$ cat config.mk
export PLATFORM = sky130hd
export DESIGN_NAME = muldiv_unit_flat
export DESIGN_NICKNAME = d
export VERILOG_FILES = /design/src/rtl/muldiv_if.sv /design/src/rtl/muldiv_unit.sv /design/src/flat_wrapper.sv
export SDC_FILE = /design/constraint.sdc
export NUM_CORES = 1
export LEC_CHECK = 0
export CAP_MARGIN = 20
export CORE_MARGIN = 5
export CORE_UTILIZATION = 45
export CTS_CLUSTER_SIZE = 20
export DETAILED_ROUTE_END_ITERATION = 8
export PLACE_DENSITY = 0.73
export RECOVER_POWER = 100
export SLEW_MARGIN = 25
export SYNTH_ARGS = -nofsm -noshare
export SYNTH_HDL_FRONTEND = slang
export SYNTH_SLANG_ARGS = --single-unit
$ cat constraint.sdc
create_clock -name clk -period 6.4 [get_ports clk]
set_input_delay 0.96 -clock clk [delete_from_list [all_inputs] [get_ports clk]]
set_output_delay 0.96 -clock clk [all_outputs]
set_load 0.05 [all_outputs]
$ cat src/rtl/muldiv_if.sv
// Request/response bundle between the execute stage and the RV32M multiply/divide unit.
interface muldiv_if #(
    parameter int WIDTH = 32
);
    // Handshake: a request is taken on a rising edge where start is high and busy is low.
    // op/a/b need only be valid on that edge. done pulses for exactly one cycle with
    // result/div_zero valid; both then hold until overwritten by the next operation.
    logic             start;
    logic [2:0]       op;
    logic [WIDTH-1:0] a;
    logic [WIDTH-1:0] b;
    logic             busy;
    logic             done;
    logic [WIDTH-1:0] result;
    logic             div_zero;

    modport master (
        output start, op, a, b,
        input  busy, done, result, div_zero
    );

    modport slave (
        input  start, op, a, b,
        output busy, done, result, div_zero
    );
endinterface

$ cat src/rtl/muldiv_unit.sv
// Iterative RV32M multiply/divide unit: shift-add multiply, restoring divide, one bit per cycle.
// Optional MULDIV_FAST_MUL_EN: MUL* ops use a single-cycle combinational multiplier instead.
module muldiv_unit #(
    parameter int WIDTH = 32,
    parameter int CNT_W = 6
) (
    input  logic       clk,
    input  logic       rst,
    muldiv_if.slave    bus,
    output logic [1:0] dbg_state
);

    typedef enum logic [1:0] {
        S_IDLE = 2'd0,
        S_CALC = 2'd1,
        S_DONE = 2'd2
    } state_e;

    localparam logic [2:0] OP_MUL    = 3'd0;
    localparam logic [2:0] OP_MULH   = 3'd1;
    localparam logic [2:0] OP_MULHSU = 3'd2;
    localparam logic [2:0] OP_MULHU  = 3'd3;
    localparam logic [2:0] OP_DIV    = 3'd4;
    localparam logic [2:0] OP_DIVU   = 3'd5;
    localparam logic [2:0] OP_REM    = 3'd6;
    localparam logic [2:0] OP_REMU   = 3'd7;

    localparam logic [WIDTH-1:0] MOST_NEG = {1'b1, {(WIDTH-1){1'b0}}};

`ifdef MULDIV_FAST_MUL_EN
    localparam bit FAST_MUL = 1'b1;
`else
    localparam bit FAST_MUL = 1'b0;
`endif

    state_e           state_q, state_d;
    logic [2:0]       op_q, op_d;
    logic             neg_q, neg_d;
    logic [WIDTH:0]   opnd_q, opnd_d;
    logic [WIDTH:0]   acc_hi_q, acc_hi_d;
    logic [WIDTH-1:0] acc_lo_q, acc_lo_d;
    logic [CNT_W-1:0] cnt_q, cnt_d;
    logic [WIDTH-1:0] result_q, result_d;
    logic             div_zero_q, div_zero_d;

    // ---------------- request decode ----------------
    logic           in_div;
    logic           a_signed;
    logic           b_signed;
    logic           a_neg;
    logic           b_neg;
    logic [WIDTH:0] mag_a;
    logic [WIDTH:0] mag_b;
    logic           b_zero;
    logic           div_ovf;
    logic           early_exit;
    logic           take_start;
    logic           last_iter;

    always_comb begin
        in_div     = bus.op[2];
        a_signed   = (bus.op != OP_MULHU) && (bus.op != OP_DIVU) && (bus.op != OP_REMU);
        b_signed   = a_signed && (bus.op != OP_MULHSU);
        a_neg      = a_signed && bus.a[WIDTH-1];
        b_neg      = b_signed && bus.b[WIDTH-1];
        // One extra bit so the most-negative operand negates to a correct magnitude.
        mag_a      = a_neg ? -{1'b1, bus.a} : {1'b0, bus.a};
        mag_b      = b_neg ? -{1'b1, bus.b} : {1'b0, bus.b};
        b_zero     = (bus.b == '0);
        div_ovf    = ((bus.op == OP_DIV) || (bus.op == OP_REM)) &&
                     (bus.a == MOST_NEG) && (bus.b == '1);
        early_exit = in_div ? (b_zero || div_ovf) : FAST_MUL;
        take_start = (state_q == S_IDLE) && bus.start;
        last_iter  = (cnt_q == CNT_W'(WIDTH - 1));
    end

    // ---------------- single iteration step ----------------
    logic [WIDTH:0]   mul_sum;
    logic [WIDTH:0]   div_shift;
    logic [WIDTH+1:0] div_diff;
    logic [WIDTH:0]   step_hi;
    logic [WIDTH-1:0] step_lo;

    always_comb begin
        mul_sum   = acc_hi_q + (acc_lo_q[0] ? opnd_q : '0);
        div_shift = {acc_hi_q[WIDTH-1:0], acc_lo_q[WIDTH-1]};
        div_diff  = {1'b0, div_shift} - {1'b0, opnd_q};
        if (op_q[2]) begin
            // Restoring divide: keep the difference only when it did not go negative.
            step_hi = div_diff[WIDTH+1] ? div_shift : div_diff[WIDTH:0];
            step_lo = {acc_lo_q[WIDTH-2:0], ~div_diff[WIDTH+1]};
        end else begin
            step_hi = {1'b0, mul_sum[WIDTH:1]};
            step_lo = {mul_sum[0], acc_lo_q[WIDTH-1:1]};
        end
    end

    // ---------------- sign fix and output select after the last step ----------------
    logic [2*WIDTH-1:0] prod_mag;
    logic [2*WIDTH-1:0] prod_fix;
    logic [WIDTH-1:0]   quo_fix;
    logic [WIDTH-1:0]   rem_fix;
    logic [WIDTH-1:0]   calc_result;

    always_comb begin
        prod_mag = {step_hi[WIDTH-1:0], step_lo};
        prod_fix = neg_q ? -prod_mag : prod_mag;
        quo_fix  = neg_q ? -step_lo : step_lo;
        rem_fix  = neg_q ? -step_hi[WIDTH-1:0] : step_hi[WIDTH-1:0];
        case (op_q)
            OP_MUL:                        calc_result = prod_fix[WIDTH-1:0];
            OP_MULH, OP_MULHSU, OP_MULHU:  calc_result = prod_fix[2*WIDTH-1:WIDTH];
            OP_DIV, OP_DIVU:               calc_result = quo_fix;
            default:                       calc_result = rem_fix;
        endcase
    end

    // ---------------- early-exit result ----------------
    logic [WIDTH-1:0] early_result;

`ifdef MULDIV_FAST_MUL_EN
    logic [2*WIDTH-1:0] fast_a;
    logic [2*WIDTH-1:0] fast_b;
    logic [2*WIDTH-1:0] fast_prod;

    always_comb begin
        fast_a    = {{WIDTH{a_neg}}, bus.a};
        fast_b    = {{WIDTH{b_neg}}, bus.b};
        fast_prod = fast_a * fast_b;
    end
`endif

    always_comb begin
        early_result = '0;
        if (in_div) begin
            // op[1] distinguishes REM/REMU from DIV/DIVU.
            if (b_zero) begin
                early_result = bus.op[1] ? bus.a : '1;
            end else begin
                early_result = bus.op[1] ? '0 : bus.a;
            end
        end
`ifdef MULDIV_FAST_MUL_EN
        else if (bus.op == OP_MUL) begin
            early_result = fast_prod[WIDTH-1:0];
        end else begin
            early_result = fast_prod[2*WIDTH-1:WIDTH];
        end
`endif
    end

    // ---------------- FSM: state register ----------------
    always_ff @(posedge clk) begin
        if (rst) begin
            state_q <= S_IDLE;
        end else begin
            state_q <= state_d;
        end
    end

    // ---------------- FSM: next state ----------------
    always_comb begin
        state_d = state_q;
        case (state_q)
            S_IDLE: begin
                if (take_start) begin
                    state_d = early_exit ? S_DONE : S_CALC;
                end
            end
            S_CALC: begin
                if (last_iter) begin
                    state_d = S_DONE;
                end
            end
            S_DONE:  state_d = S_IDLE;
            default: state_d = S_IDLE;
        endcase
    end

    // ---------------- FSM: outputs ----------------
    always_comb begin
        bus.busy     = (state_q != S_IDLE);
        bus.done     = (state_q == S_DONE);
        bus.result   = result_q;
        bus.div_zero = div_zero_q;
        dbg_state    = state_q;
    end

    // ---------------- datapath next values ----------------
    always_comb begin
        op_d       = op_q;
        neg_d      = neg_q;
        opnd_d     = opnd_q;
        acc_hi_d   = acc_hi_q;
        acc_lo_d   = acc_lo_q;
        cnt_d      = cnt_q;
        result_d   = result_q;
        div_zero_d = div_zero_q;
        if (take_start) begin
            op_d     = bus.op;
            cnt_d    = '0;
            neg_d    = (bus.op == OP_REM) ? a_neg : (a_neg ^ b_neg);
            opnd_d   = in_div ? mag_b : mag_a;
            acc_hi_d = '0;
            acc_lo_d = in_div ? mag_a[WIDTH-1:0] : mag_b[WIDTH-1:0];
            if (early_exit) begin
                result_d   = early_result;
                div_zero_d = in_div && b_zero;
            end
        end else if (state_q == S_CALC) begin
            acc_hi_d = step_hi;
            acc_lo_d = step_lo;
            cnt_d    = cnt_q + 1'b1;
            if (last_iter) begin
                result_d   = calc_result;
                div_zero_d = 1'b0;
            end
        end
    end

    always_ff @(posedge clk) begin
        if (rst) begin
            op_q       <= '0;
            neg_q      <= 1'b0;
            opnd_q     <= '0;
            acc_hi_q   <= '0;
            acc_lo_q   <= '0;
            cnt_q      <= '0;
            result_q   <= '0;
            div_zero_q <= 1'b0;
        end else begin
            op_q       <= op_d;
            neg_q      <= neg_d;
            opnd_q     <= opnd_d;
            acc_hi_q   <= acc_hi_d;
            acc_lo_q   <= acc_lo_d;
            cnt_q      <= cnt_d;
            result_q   <= result_d;
            div_zero_q <= div_zero_d;
        end
    end

endmodule

$ cat src/flat_wrapper.sv
// flat-port wrapper written by rule: the top's interface ports become plain ports
module muldiv_unit_flat 
#(
    parameter int WIDTH = 32,
    parameter int CNT_W = 6
)
  (clk, rst, dbg_state, bus_start, bus_op, bus_a, bus_b, bus_busy, bus_done, bus_result, bus_div_zero);
  muldiv_if #(.WIDTH(WIDTH)) bus_i ();
  input  logic clk;
  input  logic rst;
  output logic [1:0] dbg_state;
  input wire logic [$bits(bus_i.start)-1:0] bus_start;
  input wire logic [$bits(bus_i.op)-1:0] bus_op;
  input wire logic [$bits(bus_i.a)-1:0] bus_a;
  input wire logic [$bits(bus_i.b)-1:0] bus_b;
  output wire logic [$bits(bus_i.busy)-1:0] bus_busy;
  output wire logic [$bits(bus_i.done)-1:0] bus_done;
  output wire logic [$bits(bus_i.result)-1:0] bus_result;
  output wire logic [$bits(bus_i.div_zero)-1:0] bus_div_zero;
  assign bus_i.start = bus_start;
  assign bus_i.op = bus_op;
  assign bus_i.a = bus_a;
  assign bus_i.b = bus_b;
  assign bus_busy = bus_i.busy;
  assign bus_done = bus_i.done;
  assign bus_result = bus_i.result;
  assign bus_div_zero = bus_i.div_zero;
  muldiv_unit #(.WIDTH(WIDTH), .CNT_W(CNT_W)) u_core (.clk(clk), .rst(rst), .bus(bus_i), .dbg_state(dbg_state));
endmodule
==> Word-level counts from Yosys, hierarchy flattened <==
Index checks and enable logic that the tools add are counted.
{ "totals": {"regBits": 143, "input_bits": 70, "out_inout_bits": 37, "wordCells": 92} }
{ "op_classes": {"n_addsub": 8, "n_eq_ne": 19, "mux": 32, "bitwise": 2, "reduce_logical": 22} }
{ "op_table": {"columns": ["op", "count"], "rows": [
  ["$mux 32", 14],
  ["$mux 33", 6],
  ["$pmux 32 s3", 1],
  ["$neg 33->33", 2],
  ["$eq 32x32->1 const B", 2],
  ["$mux 64", 1],
  ["$neg 32->32", 2],
  ["$neg 64->64", 1],
  ["$sub 33x33->34", 1],
  ["$add 33x33->33", 1],
  ["$logic_not 32->1", 1],
  ["$eq 3x3->1 const B", 4],
  ["$logic_and 1x1->1", 9],
  ["$add 6x1->6 const B", 1],
  ["$eq 3x2->1 const B", 2],
  ["$eq 6x5->1 const B", 1],
  ["$mux 1", 6],
  ["$mux 2", 3],
  ["$ne 2x1->1 const B", 3],
  ["$ne 3x2->1 const B", 2],
  ["$ne 3x3->1 const B", 2],
  ["$reduce_bool 2->1", 3],
  ["$pmux 2 s2", 1],
  ["$reduce_or 2->1", 2],
  ["other kinds (11)", 12]
]} }

==> Logic depth before layout (Yosys ltp) <==
{ "logic_depth": {"ltp_word": 9, "depth_mapped": 24, "ltp_nobuf": 21} }

==> Worst setup path before layout <==
OpenSTA, ideal clock, no wires.
{ "synth_timing": {"path_kind": "register -> register", "startpoint": "register u_core.op_q[2]", "endpoint": "register u_core.result_q[0], in the netlist u_core.bus.result[0]", "setup_ps": 91, "arrival_ps": 5012, "required_time_ps": 6309, "slack_ps": 1297, "stages_incl_launch_ff": 23, "path_buffers": 9, "period_less_slack_ps": 5103, "cell_sequence": "dfxtp_1 clkbuf_1 buf_2 buf_2 buf_2 buf_2 buf_2 buf_2 buf_2 mux2i_1 ha_1 o21ai_0 or4_1 nand2b_1 or2_1 nand2b_1 clkbuf_1 nand2_2 xnor2_1 a211oi_1 a21oi_1 a2111o_1 a311oi_1"} }
{ "synth_between": {"elab_chain_cells": 7, "elab_cells_between_ends": 20, "cone_classes": "add/sub: 3; eq/ne: 5; mux: 9; reduce/logical: 3"} }
{ "synth_rtl": {"columns": ["item", "line_no", "text"], "rows": [
  ["start, declared", "muldiv_unit.sv:37", "logic [2:0] op_q, op_d;"],
  ["start signal, assigned", "muldiv_unit.sv:232", "op_q <= op_d;"],
  ["$mux 32 or $mux 33 (tied branches)", "muldiv_unit.sv:88", "if (op_q[2]) begin"],
  ["$neg 64->64 (tied with other cells)", "muldiv_unit.sv:107", "prod_fix = neg_q ? -prod_mag : prod_mag;"],
  ["$mux 64 (tied with other cells)", "muldiv_unit.sv:107", null],
  ["$pmux 32 s3 *", "muldiv_unit.sv:110", "case (op_q)"],
  ["$mux 32 *", "muldiv_unit.sv:214", "if (last_iter) begin"],
  ["$mux 32 *", "muldiv_unit.sv:210", "end else if (state_q == S_CALC) begin"],
  ["$mux 32 *", "muldiv_unit.sv:199", "if (take_start) begin"],
  ["end signal, assigned", "muldiv_unit.sv:238", "result_q <= result_d;"],
  ["end, declared", "muldiv_unit.sv:43", "logic [WIDTH-1:0] result_q, result_d;"]
]} }
Every way passes the cells marked *; elsewhere a longest branch is shown, timed or not. The select of a mux whose other input is x is not followed.
A chain may end at the register's enable or synchronous reset.

==> Worst setup path in the final report <==
{ "layout_timing": {"startpoint": "register u_core.opnd_q[18]", "endpoint": "register u_core.result_q[4], in the netlist u_core.bus.result[4]"} }
{ "layout_between": {"elab_chain_cells": 9, "elab_cells_between_ends": 15, "cone_classes": "add/sub: 4; mux: 10; bitwise: 1"} }
{ "layout_rtl": {"columns": ["item", "line_no", "text"], "rows": [
  ["start, declared", "muldiv_unit.sv:39", "logic [WIDTH:0] opnd_q, opnd_d;"],
  ["start signal, assigned", "muldiv_unit.sv:234", "opnd_q <= opnd_d;"],
  ["$sub 33x33->34 *", "muldiv_unit.sv:87", "div_diff = {1'b0, div_shift} - {1'b0, opnd_q};"],
  ["$mux 33 or $not 1->1 (tied branches)", "muldiv_unit.sv:90, muldiv_unit.sv:91", null],
  ["$mux 33 or $mux 32 (tied branches)", "muldiv_unit.sv:88", null],
  ["$neg 64->64 (tied with other cells)", "muldiv_unit.sv:107", null],
  ["$mux 64 (tied with other cells)", "muldiv_unit.sv:107", null],
  ["$pmux 32 s3 *", "muldiv_unit.sv:110", null],
  ["$mux 32 *", "muldiv_unit.sv:214", null],
  ["$mux 32 *", "muldiv_unit.sv:210", null],
  ["$mux 32 *", "muldiv_unit.sv:199", null]
]} }
Marks and branches as above.

==> metrics.yaml <==
hold_ws_ns: 0.467
finClkSkew_ns: 0.0152
clockBufferDepth: 2
tightest_slew_ns: 3.79
async_flop_share_pct: 0
drive_gt1_share_pct: 5.71
maxCapViolCount: 2
crit_chain: "inv_1 > ha_1 > a21oi_1 > o21ai_1 > a311oi_1 > o21a_2 > nand3_1 > buf_4 > o21ai_0 > ha_1 > o21ai_0 > or4_1 > nand2b_1 > or2_1 > nand2b_1 > nand2_2 > nor2_1 > a21oi_1 > xor2_1 > a211oi_2 > o22ai_1 > nor2_1"
port_buffers: 106
syn-cell-area_um2: 16200
drc: 0
synth-edff-count: 0
htree_levels: 4
finalCriticalPeriod_ns: 5.89
vias_per_cell: 6.64
die_h_um: 200
timing.final.hold_violations: 0
clkSlewWorstSetupHoldPaths_ns: 0.07
cts_sinks: 143
synth_top_cell_area_share_pct: 17.7
clock_latency_ns: 0.46
synth_ff_type: "dfxtp_1"
overflow: 0
hold_class: "reg -> reg"
die_w_um: 200
crit_type: "reg -> reg"
period_share_pct: 92.0
crit_family: "compound AO/OA/AOI/OAI gates"
fmax_ghz: 0.170
drt-met1-wl_um: 27300
grt_pass1_vias: 17506
num-nets-final: 2511
cts_root_buf: "clkbuf_16"
routed_wl_um: 70600
drt-initial-drc-count: 2820
path_buf_inv: 2
crit_fanout: 13
grt_max_degree: 80
cts_tree: "yes"
violations: "max-capacitance violations, max-slew violations"
ys_seq_area_share_pct: 17.7
syn_nets: 2493
crit_arrival_ns: 6.28
yosysMostFrequentCell: "nor2_1"
highest_layer: "met5"
synthTopCellsByCount: "nor2_1, nand2_1, a21oi_1"
area_growth_pct: 12.0
synthCells: 2350
yosys.area.top_type: "dfxtp_1"
die_area_um2: 39900
rsz0062_at_grt: "false"
routedWlPerCell_um: 24.8
leakage_nw: 6.99
max_stage_delay_ns: 0.55
rows: 69
num_vias: 18890
grt_use_total_pct: 34.3
n_fill_cell: 3602
slowest_stage: "or4_1"
setup-tns-final_ns: 0
slew_headroom_pct: -152
coreArea_um2: 35600
post-dp-hpwl_um: 54300
slew_viol_final: 129
outcome: "finished, violations left"
synthTopCellsByArea: "dfxtp_1, a21oi_1, nor2_1"
place_congestion: 1.14
required_ns: 6.79
antenna_found_initial: 1
ios: 107
met3_length_um: 7720
powerDensity_nw_per_um2: 237
cts_buffers: 17
drtPass1Iterations: 6
ys_types: 98
worstSetupStartpointType: "flip-flop"
grt_pass1_wl_um: 106000
initial_utilization_pct: 45.5
end_kind: "flip-flop"
ir_drop_v: 0.000184
yosysWarnings: 0
met2_length_um: 30200
drtAntennaViolNets: 0
cts_hold_buf: 0
avgSynthCellArea_um2: 6.89
setup_viol: 0
ys_seq_elements: 143
==> flip-flops by register name, indices dropped and copies added (netlist names) <==
name                 flops
u_core.dbg_state         2
u_core.neg_q             1
u_core.cnt_q             6
u_core.op_q              3
u_core.bus.result       32
u_core.acc_hi_q         33
u_core.opnd_q           33
u_core.bus.div_zero      1
u_core.acc_lo_q         32
==> logic make-up (layout without fill, tap and decap cells) <==
kind of cell / count (synthesis) / count (layout) / synth area share [%]
fa+ha+maj: 97 / 97 / 7.22
buf+inv: 221 / 252 / 5.36
compound gates: 760 / 760 / 30.7
simple gates: 921 / 921 / 27.2
flops: 143 / 143 / 17.7
mux: 54 / 54 / 3.49
xor+xnor: 154 / 154 / 8.33
other cells: 0 / 1 / 0
==> area by class of cell <==
type                            count  area [µm²]  share of cell area [%]
Timing Repair Buffer              150        1360                    7.51
Antenna cell                        1        2.50                  0.0138
Clock buffer                       19         443                    2.44
Sequential cell                   143        2870                    15.8
Multi-Input combinational cell   1986       12500                    68.7
Inverter                           70         263                    1.45
Tap cell                          461         577                    3.18
Clock inverter                     13         153                   0.842
==> layer usage <==
metal,up-vias,global-route usage [%]
met4,2,21.4
met2,1164,52.5
li1,8680,-
met3,254,8.73
met5,-,0
met1,8790,43.1
==> worst reg2reg max path: stages (launching register included) <==
cell and delay, ns:
dfxtp_1 0.32, inv_1 0.07, ha_1 0.43, a21oi_1 0.27, o21ai_1 0.16, a311oi_1 0.34
o21a_2 0.41, nand3_1 0.13, buf_4 0.21, o21ai_0 0.23, ha_1 0.30, o21ai_0 0.11
or4_1 0.55, nand2b_1 0.22, or2_1 0.26, nand2b_1 0.33, nand2_2 0.22, nor2_1 0.13
a21oi_1 0.19, xor2_1 0.13, a211oi_2 0.53, o22ai_1 0.18, nor2_1 0.11
==> path summary, 6_finish.rpt <==
path | depth (start not counted) | start | slack [ns] | to
setup reg to reg | 22 | u_core.opnd_q[18] | 0.51 | u_core.bus.result[4]
setup / recovery | 22 | u_core.opnd_q[18] | 0.51 | u_core.bus.result[4]
hold reg to reg | 2 | u_core.opnd_q[19] | 0.47 | u_core.opnd_q[19]
hold / removal | 2 | u_core.opnd_q[19] | 0.47 | u_core.opnd_q[19]
==> placed cells by master (no fill, tap or decap), types with 12 or more instances in the layout <==
| cell type | n |
|---|---|
| nor4_1 | 27 |
| o21ai_1 | 26 |
| o22ai_1 | 14 |
| clkbuf_16 | 17 |
| o21ai_0 | 132 |
| or3_1 | 27 |
| a211oi_1 | 41 |
| mux2_2 | 18 |
| nand4_1 | 30 |
| and2_1 | 55 |
| nor3_1 | 86 |
| a21oi_1 | 241 |
| a21o_1 | 31 |
| o21a_1 | 13 |
| o211ai_1 | 30 |
| nand2_1 | 258 |
| mux2i_1 | 34 |
| a311oi_1 | 21 |
| nand3_1 | 42 |
| dfxtp_1 | 141 |
| maj3_1 | 24 |
| a31oi_1 | 26 |
| o31ai_1 | 28 |
| nand2b_1 | 21 |
| a221oi_1 | 24 |
| clkdlybuf4s50_1 | 65 |
| nor2_1 | 267 |
| and3_1 | 22 |
| ha_1 | 71 |
| nor2b_1 | 12 |
| buf_4 | 39 |
| o221ai_1 | 12 |
| xor2_1 | 74 |
| inv_1 | 68 |
| xnor2_1 | 80 |
| dlygate4sd3_1 | 39 |
==> report_power, final <==
part / internal, mW / total, mW / switching [mW]
sequential: 0.975 / 1.07 / 0.0976
clock: 0.594 / 1.07 / 0.479
combinational: 0.699 / 2.14 / 1.45
==> what timing repair did <==
item,CTS,global route
resized for setup,0,3
setup endpoints to repair,0,2
buffers inserted,0,0
==> metrics by stage <==
step                setup slack, ns  cell area, µm²  power, mW  util, %  cells
floorplan                      1.30           16200       2.47        -   2350
global placement              0.553           17600       3.16     49.4   2810
detailed placement            0.330           17600       3.17     49.4   2810
CTS                           0.312           18200       4.24     51.1   2842
global route                  0.105           18100       4.45     51.0   2842
finish                        0.515           18100       4.29     51.0   2843
(Power assumes the default switching activity.)
